<file path="src/rtl/alu_test_sequencer.sv">
// alu_test_sequencer: replays a small table of ALU test vectors, checks each response and tallies the results
//
// Optional feature macro: SEQ_FLAG_CHECK_EN
//   defined   -> a vector passes only if result and {SF, CF, ZF} all match the expected value
//   undefined -> only the result is compared; the flag inputs and expected flag bits are ignored
//
// Ports:
//   clk, reset            clock; synchronous active-low reset
//   cfg_we/addr/vec/exp   vector table write port: vec = {a, b, op}, exp = {result, SF, CF, ZF}
//   start, num_vec        run request and vector count (saturated to DEPTH)
//   a, b, op, req         vector presented to the ALU
//   ack, result, SF/CF/ZF ALU response
//   busy, done            run in progress / run complete (held until the next start)
//   pass_cnt, fail_cnt    per-run tallies
//   first_fail, any_fail  index of the first failing vector and its valid flag
//   timeout               sticky: some vector of this run received no ack in time
module alu_test_sequencer #(
    parameter int WIDTH = 6,
    parameter int DEPTH = 8,
    parameter int TIMEOUT = 15,
    localparam int AW = $clog2(DEPTH)
) (
    input  logic                 clk,
    input  logic                 reset,
    input  logic                 cfg_we,
    input  logic [AW-1:0]        cfg_addr,
    input  logic [2*WIDTH+1:0]   cfg_vec,
    input  logic [WIDTH+2:0]     cfg_exp,
    input  logic                 start,
    input  logic [AW:0]          num_vec,
    output logic [WIDTH-1:0]     a,
    output logic [WIDTH-1:0]     b,
    output logic [1:0]           op,
    output logic                 req,
    input  logic                 ack,
    input  logic [WIDTH-1:0]     result,
    input  logic                 SF,
    input  logic                 CF,
    input  logic                 ZF,
    output logic                 busy,
    output logic                 done,
    output logic [AW:0]          pass_cnt,
    output logic [AW:0]          fail_cnt,
    output logic [AW-1:0]        first_fail,
    output logic                 any_fail,
    output logic                 timeout
);
    localparam int TW = (TIMEOUT > 1) ? $clog2(TIMEOUT) : 1;

    typedef enum logic [2:0] {S_IDLE, S_ISSUE, S_WAIT, S_CHECK, S_FINISH} state_t;

    state_t               r_state, w_next;
    logic [2*WIDTH+1:0]   r_mem_vec [DEPTH];
    logic [WIDTH+2:0]     r_mem_exp [DEPTH];
    logic [AW-1:0]        r_idx;
    logic [AW:0]          r_n;
    logic [TW-1:0]        r_timer;
    logic [WIDTH-1:0]     r_res;
    logic [2:0]           r_flags;
    logic                 r_forced;
    logic [WIDTH-1:0]     r_a, r_b;
    logic [1:0]           r_op;
    logic                 r_req, r_busy, r_done, r_any, r_to;
    logic [AW:0]          r_pass, r_fail;
    logic [AW-1:0]        r_ff;
    logic                 w_idle, w_go, w_last, w_expire, w_match, w_drive;
    logic [AW:0]          w_n_sat;
    logic [2*WIDTH+1:0]   w_vec;
    logic [WIDTH+2:0]     w_exp;

    assign w_idle   = (r_state == S_IDLE) || (r_state == S_FINISH);
    assign w_go     = w_idle && start;
    assign w_n_sat  = (num_vec > (AW+1)'(DEPTH)) ? (AW+1)'(DEPTH) : num_vec;
    assign w_last   = {1'b0, r_idx} == r_n - (AW+1)'(1);
    assign w_expire = r_timer == TW'(TIMEOUT - 1);
    assign w_vec    = r_mem_vec[r_idx];
    assign w_exp    = r_mem_exp[r_idx];
    assign w_drive  = (r_state == S_ISSUE) || (r_state == S_WAIT);

`ifdef SEQ_FLAG_CHECK_EN
    assign w_match = !r_forced && (r_res == w_exp[WIDTH+2:3]) && (r_flags == w_exp[2:0]);
`else
    logic w_unused_flags;
    assign w_match        = !r_forced && (r_res == w_exp[WIDTH+2:3]);
    assign w_unused_flags = ^{r_flags, w_exp[2:0]};
`endif

    always_comb begin
        w_next = r_state;
        case (r_state)
            S_IDLE, S_FINISH: if (start) w_next = (w_n_sat == '0) ? S_FINISH : S_ISSUE;
            S_ISSUE:          w_next = S_WAIT;
            S_WAIT:           if (ack || w_expire) w_next = S_CHECK;
            S_CHECK:          w_next = w_last ? S_FINISH : S_ISSUE;
            default:          w_next = S_IDLE;
        endcase
    end

    always_ff @(posedge clk) begin
        if (!reset) r_state <= S_IDLE;
        else        r_state <= w_next;
    end

    // Vector table has no reset so its contents survive a reset; writes only land between runs.
    always_ff @(posedge clk) begin
        if (reset && cfg_we && w_idle) begin
            r_mem_vec[cfg_addr] <= cfg_vec;
            r_mem_exp[cfg_addr] <= cfg_exp;
        end
    end

    // Outputs follow the current state one cycle later, so req becomes visible
    // in the first WAIT cycle and done rises one cycle after FINISH is entered.
    always_ff @(posedge clk) begin
        if (!reset) begin
            r_a      <= '0;
            r_b      <= '0;
            r_op     <= '0;
            r_req    <= 1'b0;
            r_busy   <= 1'b0;
            r_done   <= 1'b0;
            r_pass   <= '0;
            r_fail   <= '0;
            r_ff     <= '0;
            r_any    <= 1'b0;
            r_to     <= 1'b0;
            r_idx    <= '0;
            r_n      <= '0;
            r_timer  <= '0;
            r_res    <= '0;
            r_flags  <= '0;
            r_forced <= 1'b0;
        end else begin
            r_a    <= w_drive ? w_vec[2*WIDTH+1:WIDTH+2] : '0;
            r_b    <= w_drive ? w_vec[WIDTH+1:2] : '0;
            r_op   <= w_drive ? w_vec[1:0] : '0;
            r_req  <= w_drive;
            r_busy <= w_drive || (r_state == S_CHECK);
            r_done <= (r_state == S_FINISH) && !start;
            if (w_go) begin
                r_pass <= '0;
                r_fail <= '0;
                r_ff   <= '0;
                r_any  <= 1'b0;
                r_to   <= 1'b0;
                r_idx  <= '0;
                r_n    <= w_n_sat;
            end
            if (r_state == S_ISSUE) begin
                r_timer  <= '0;
                r_forced <= 1'b0;
            end
            if (r_state == S_WAIT) begin
                if (ack) begin
                    r_res   <= result;
                    r_flags <= {SF, CF, ZF};
                end else if (w_expire) begin
                    r_forced <= 1'b1;
                    r_to     <= 1'b1;
                end else begin
                    r_timer <= r_timer + TW'(1);
                end
            end
            if (r_state == S_CHECK) begin
                if (w_match) begin
                    r_pass <= r_pass + (AW+1)'(1);
                end else begin
                    r_fail <= r_fail + (AW+1)'(1);
                    if (!r_any) r_ff <= r_idx;
                    r_any <= 1'b1;
                end
                if (!w_last) r_idx <= r_idx + AW'(1);
            end
        end
    end

    assign a          = r_a;
    assign b          = r_b;
    assign op         = r_op;
    assign req        = r_req;
    assign busy       = r_busy;
    assign done       = r_done;
    assign pass_cnt   = r_pass;
    assign fail_cnt   = r_fail;
    assign first_fail = r_ff;
    assign any_fail   = r_any;
    assign timeout    = r_to;
endmodule

</file>
<file path="config.mk">
export PLATFORM = sky130hd
export DESIGN_NAME = alu_test_sequencer
export DESIGN_NICKNAME = d
export VERILOG_FILES = /design/src/rtl/alu_test_sequencer.sv
export SDC_FILE = /design/constraint.sdc
export NUM_CORES = 1
export LEC_CHECK = 0
export ABC_AREA = 0
export BUFFER_PORTS_ARGS = -buffer_cell sky130_fd_sc_hd__buf_2
export CAP_MARGIN = 30
export CORE_MARGIN = 2
export CORE_UTILIZATION = 59
export DETAILED_ROUTE_END_ITERATION = 8
export PLACE_DENSITY = 0.76
export REMOVE_ABC_BUFFERS = 1
export SLEW_MARGIN = 5
export SYNTH_ARGS = -nofsm -noshare
export SYNTH_HDL_FRONTEND = slang
export SYNTH_SLANG_ARGS = --single-unit
</file>
<file path="constraint.sdc">
create_clock -name clk -period 3.4 [get_ports clk]
set_input_delay 0.68 -clock clk [delete_from_list [all_inputs] [get_ports clk]]
set_output_delay 0.68 -clock clk [all_outputs]
set_load 0.02 [all_outputs]
</file>
==> results of run 1 <==
## kinds of logic after synthesis
family,share of synthesized area
simple gates,0.0762
compound gates,0.0418
xor+xnor,0.00638
flops,0.707
buf+inv,0.0194
mux,0.140
fa+ha+maj,0.00911
## state kept, by name (all words and copies together), names as in the netlist
| name | cells |
|---|---|
| r_n | 4 |
| r_idx | 3 |
| pass_cnt | 4 |
| first_fail | 3 |
| op | 2 |
| r_res | 6 |
| r_mem_vec | 112 |
| b | 6 |
| done | 1 |
| any_fail | 1 |
| r_timer | 4 |
| fail_cnt | 4 |
| r_mem_exp | 48 |
| req | 1 |
| a | 6 |
| busy | 1 |
| r_forced | 1 |
| r_state | 3 |
| timeout | 1 |
## worst max-delay path, stage by stage, from the launching register on
cell and delay, ps:
dfxtp_1 720, nor2b_1 440, a22oi_1 150, and3_1 210, o22a_1 240, a41oi_2 510
nor2b_1 390, mux2i_1 220
## worst paths after layout
| path | start | to | cells past startpoint |
|---|---|---|---|
| setup reg to reg | r_idx[1]$_SDFF_PN0_ | first_fail[2]$_SDFF_PN0_ | 7 |
| hold / removal | cfg_exp[4] | r_mem_exp[3][4]$_DFFE_PP_ | 1 |
| hold reg to reg | timeout$_SDFF_PN0_ | timeout$_SDFF_PN0_ | 2 |
| setup / recovery | r_idx[1]$_SDFF_PN0_ | first_fail[2]$_SDFF_PN0_ | 7 |
## Yosys cell counts (all sizes together), types with 4 or more instances
master	number
nor2b	7
inv	11
a22oi	8
a21oi	17
nand3	21
nor3b	4
mux4	30
nor3	6
nand2	19
o21ai	6
mux2i	44
nand2b	4
dfxtp	51
nor2	40
nand3b	5
edfxtp	160
buf	11
and3	4
clkbuf	12
ha	6
## power by group
part           internal, mW  switching, mW
Clock                  1.38          0.954
Sequential             2.90         0.0755
Combinational         0.233          0.402
## metrics by stage
stage	hold slack (ps)	total power, mW	cells	setup slack, ps	cell area, um2
finish	425	5.95	785	449	9520
global route	408	6.15	785	177	9520
CTS	405	6.00	785	427	9520
detailed placement	460	3.67	745	452	8810
global placement	442	3.64	745	552	8810
floorplan	449	3.44	485	-739	8120
## placed cells by master, fill, tap and decap left out, types with 11 or more instances in the layout
cell	Yosys	layout
nand2_1	19	19
nor2_1	39	33
mux2i_1	44	44
edfxtp_1	160	160
clkbuf_16	0	22
buf_4	1	13
dfxtp_1	51	50
inv_1	11	11
mux4_2	30	30
nand3_1	21	21
a21oi_1	17	17
buf_2	5	67
## layout make-up
type                            instances  area [um2]  area share
Clock buffer                           29         587      0.0616
Inverter                               11        41.3     0.00434
Tap cell                              180         225      0.0236
Sequential cell                       211        5830       0.612
Timing Repair Buffer                   80         433      0.0455
Clock inverter                         11         130      0.0137
Multi-Input combinational cell        263        2280       0.239
## per-layer routing
metal	share of wire	GRT usage	vias to the layer above	routed length, um
li1	-	-	2125	-
met1	0.42	0.285	2359	6600
met2	0.50	0.363	153	7930
met3	0.057	0.0421	31	903
met4	0.024	0.0661	0	380
met5	0	0	-	0
==> metrics.cfg, run 1 <==
[floorplan]
rows = 43
ios = 74
die_area_um2 = 14900
die_h_um = 122
die_x_um = 122
initial_core_util = 0.598
core_um2 = 13800

[detailed_routing]
firstDrtPassIters = 4
drc = 0
finalWirelength_um = 15800
first_iter_violations = 329
ant_nets = 0
viasPerCell = 5.95
avgRoutedWirePerCell_um = 20.1
dr_total_vias = 4668

[layout]
synthToLayoutAreaGrowth_pct = 15.6
num_antenna_cells = 0
utilization = 0.691
drive_above_1_share = 0.261
nets = 639
fillCellCount = 910

[clocking]
cts_resized = 0
clk_pin_slew_worst_paths_ps = 60
cts_buffers = 22
cts_post_setup_buffers_inserted = 0
clkSinkCount = 211
cts_buffer_depth = 3
cts_tree = done
clock_latency_ps = 520
htreeDepth = 1
ctsHoldBuffers = 0
cts-root-buf = clkbuf_16

[global_route]
grt_util_all_layers = 0.215
grt_pass1_vias = 4616
grt_start_max_net_pins = 26
antenna_found_initial = 0
grt_overflow = 0
grt_pass1_wl_um = 24300

[status]
status = finished clean

[synthesis]
yosysWarnings = 0
async_flop_share = 0
synth_edf_count = 160
yosysTopAreaCellShare = 0.583
synth.avg_cell_area_um2 = 16.2
synth_largest_area_cell = edfxtp_1
synth.distinct_cells = 50
synth_cells = 508
synth_flop_cell = edfxtp_1
yosysSeqAreaShare = 0.707
syn-cell-area_um2 = 8240
synthTopCellsByArea = edfxtp_1, dfxtp_1, mux4_2
ys_ff_latch = 211

[run]
cap_violations = 0

[power_and_ir_drop]
pwr_density_cell_nw_per_um2 = 624
leakagePower_nw = 3.21
ir_drop_mv = 0.474

[setup_path]
cp_max_fo = 15
crit_type = reg -> reg
end_kind = register
start_kind = register
rrSetupSlack_ps = 450
required_ps = 3830
critPathArrivalTime_ps = 3380

[timing]
fin_skew_ps = 24.5
min_period_over_period = 0.868
setup_viol = 0
tightest_slew_ps = 854
drv_slew = 0
rsz0062_at_grt = false
slew_headroom = 0.431
fmax_ghz = 0.339
post-route-min-period_ps = 2950
hold_viol = 0
tns_ps = 0

[place]
gp_congestion = 0.811
io_buffers = 67
place_hpwl_um = 9390

[hold_path]
hp-class = in -> reg

Power figures use the tool's default switching activity.
==> run 2, diff against run 1 <==
Settings changed: BUFFER_PORTS_ARGS -buffer_cell sky130_fd_sc_hd__buf_2 to -buffer_cell sky130_fd_sc_hd__clkbuf_2.
==> metrics.cfg, run 2 (synthesized netlist as in run 1, its figures left out) <==
[power_and_ir_drop]
p_sw_frac = 0.236  ; was 0.241
p_clk_frac = 0.399  ; was 0.393
p_seq_frac = 0.494  ; was 0.501
pwr_density_cell_nw_per_um2 = 626  ; was 624 nW/um2
leakagePower_nw = 3.21  ; about the same
finalPower_mw = 6.02  ; was 5.95 mW
ir_drop_mv = 0.414  ; was 0.474 mV
p_int_mw = 4.60  ; was 4.51 mW
pwr-share-comb = 0.107  ; about the same
p_switching_mw = 1.42  ; was 1.43 mW

[detailed_routing]
drc = 0  ; unchanged
ant_nets = 0  ; unchanged
firstDrtPassIters = 4  ; unchanged
finalWirelength_um = 15800  ; about the same
avgRoutedWirePerCell_um = 20.1  ; about the same
first_iter_violations = 333  ; was 329
viasPerCell = 5.83  ; was 5.95
dr_total_vias = 4582  ; was 4,668

[timing]
rsz0062_at_grt = false  ; unchanged
tns_ps = 0  ; unchanged
slew_headroom = 0.429  ; was 0.431
fin_skew_ps = 16.1  ; was 24.5 ps
fmax_ghz = 0.324  ; was 0.339 GHz
tightest_slew_ps = 856  ; was 854 ps
drv_slew = 0  ; unchanged
post-route-min-period_ps = 3090  ; was 2950 ps
layout_setup_ws_ps = 310  ; was 449 ps
min_period_over_period = 0.909  ; was 0.868
setup_viol = 0  ; unchanged
hold_viol = 0  ; unchanged

[setup_path]
r2r-start = r_idx[1]$_SDFF_PN0_  ; unchanged
path_cells = nor2b_1 > a22oi_1 > a21o_1 > a221oi_2 > a41oi_2 > nand3b_1 > a31oi_1  ; was nor2b_1 > a22oi_1 > and3_1 > o22a_1 > a41oi_2 > nor2b_1 > mux2i_1
crit_type = reg -> reg  ; unchanged
cpMaxStageDelayCell = dfxtp_1  ; unchanged
rrSetupSlack_ps = 310  ; was 450 ps
end_kind = register  ; unchanged
r2r-end = fail_cnt[2]$_SDFF_PN0_  ; was first_fail[2]$_SDFF_PN0_
start_kind = register  ; unchanged
reg2reg_depth = 7  ; unchanged
cp_max_fo = 16  ; was 15
critPathArrivalTime_ps = 3500  ; was 3380 ps
max_stage_delay_ps = 820  ; was 720 ps
required_ps = 3810  ; was 3830 ps

[clocking]
clk_pin_slew_worst_paths_ps = 60  ; about the same
ctsHoldBuffers = 0  ; unchanged
cts_tree = done  ; unchanged
htreeDepth = 1  ; unchanged
clkSinkCount = 211  ; unchanged
clock_latency_ps = 500  ; was 520 ps
cts_post_setup_buffers_inserted = 0  ; unchanged
cts-root-buf = clkbuf_16  ; unchanged
cts_buffer_depth = 3  ; unchanged
cts_resized = 0  ; unchanged
cts_buffers = 22  ; unchanged

[layout]
nets = 640  ; was 639
top_register = r_mem_vec  ; unchanged
multi_input_area_um2 = 2280  ; unchanged
num_antenna_cells = 0  ; unchanged
final-seq-area_um2 = 5830  ; unchanged
utilization = 0.698  ; was 0.691
layout_commonest_cell = edfxtp_1  ; unchanged
largest_reg_flops = 112  ; unchanged
drive_above_1_share = 0.266  ; was 0.261
fillCellCount = 916  ; was 910
mostFrequentLayoutCells = edfxtp_1, clkbuf_2, dfxtp_1  ; was edfxtp_1, buf_2, dfxtp_1
synthToLayoutAreaGrowth_pct = 16.7  ; was 15.6%
top_regs = r_mem_vec: 112 flops, r_mem_exp: 48 flops  ; unchanged

[hold_path]
worstHoldStart = result[5]  ; was cfg_exp[4]
worstHoldPathCells = 3  ; was 1
worstHoldEndpoint = r_res[5]$_SDFFE_PN0P_  ; was r_mem_exp[3][4]$_DFFE_PP_
hp-class = in -> reg  ; unchanged

[global_route]
grt_pass1_wl_um = 24800  ; was 24,300 um
antenna_found_initial = 0  ; unchanged
grt_start_max_net_pins = 48  ; was 26
grt_pass1_vias = 4713  ; was 4,616
grt_overflow = 0  ; unchanged
grt_util_all_layers = 0.220  ; was 0.215

[floorplan]
die_x_um = 122  ; unchanged
rows = 43  ; unchanged
initial_core_util = 0.598  ; unchanged
core_um2 = 13800  ; unchanged
ios = 74  ; unchanged
die_area_um2 = 14900  ; unchanged
die_h_um = 122  ; unchanged

[place]
io_buffers = 67  ; unchanged
post-place-ws_ps = 421  ; was 452 ps
place_hpwl_um = 9460  ; was 9390 um
gp_congestion = 0.821  ; was 0.811

[run]
cap_violations = 0  ; unchanged

[status]
status = finished clean  ; unchanged

## run 2: how the worst max path moves through the flow
stage	slack, ps	startpoint	depth (start not counted)	end
6_report	310	r_idx[1]$_SDFF_PN0_	7	fail_cnt[2]$_SDFF_PN0_
4_1_cts	360	r_idx[1]$_SDFF_PN0_	7	first_fail[1]$_SDFF_PN0_
3_3_place_gp	480	r_idx[1]$_SDFF_PN0_	7	first_fail[1]$_SDFF_PN0_
3_5_place_dp	420	r_idx[1]$_SDFF_PN0_	7	first_fail[1]$_SDFF_PN0_
2_1_floorplan	-740	r_idx[0]$_SDFF_PN0_	7	first_fail[0]$_SDFF_PN0_
5_1_grt	90	r_idx[1]$_SDFF_PN0_	7	fail_cnt[2]$_SDFF_PN0_
## run 2: final cells by class
type,instances,share of cell area
inverters,11,0.00429
flip-flops and latches,211,0.606
clock buffers,31,0.0661
well taps,180,0.0234
clock inverters,9,0.0107
repair buffers,81,0.0523
multi-input cells,263,0.237
## run 2: stage by stage
step                instance area, um2  hold WS (ps)  cells
floorplan                         8120           449    485
global placement                  8880           445    746
detailed placement                8880           467    746
CTS                               9620           431    786
global route                      9620           441    786
finish                            9620           440    786
## run 2: worst max-delay path, delay by kind of cell, from the launching register on
family	cells	cell delay, ps
AND/OR/NAND/NOR	2	740
flip-flops	1	820
AO/OA/AOI/OAI	5	1440
## run 2: power groups by stage
stage / combinational [mW] / sequential (mW) / clock (mW)
final: 0.645 / 2.97 / 2.40
after global routing: 0.712 / 2.99 / 2.53
after CTS: 0.652 / 2.97 / 2.43
after detailed placement: 0.649 / 3.02 / 0
after global placement: 0.633 / 3.02 / 0
after floorplan: 0.336 / 3.10 / 0
## run 2: routing by layer
layer / share of wire / track usage / routed length [um] / up-vias
li1: - / - / - / 2136
met1: 0.43 / 0.291 / 6760 / 2298
met2: 0.50 / 0.370 / 7940 / 134
met3: 0.060 / 0.0440 / 952 / 14
met4: 0.0095 / 0.0718 / 150 / 0
met5: 0 / 0 / 0 / -
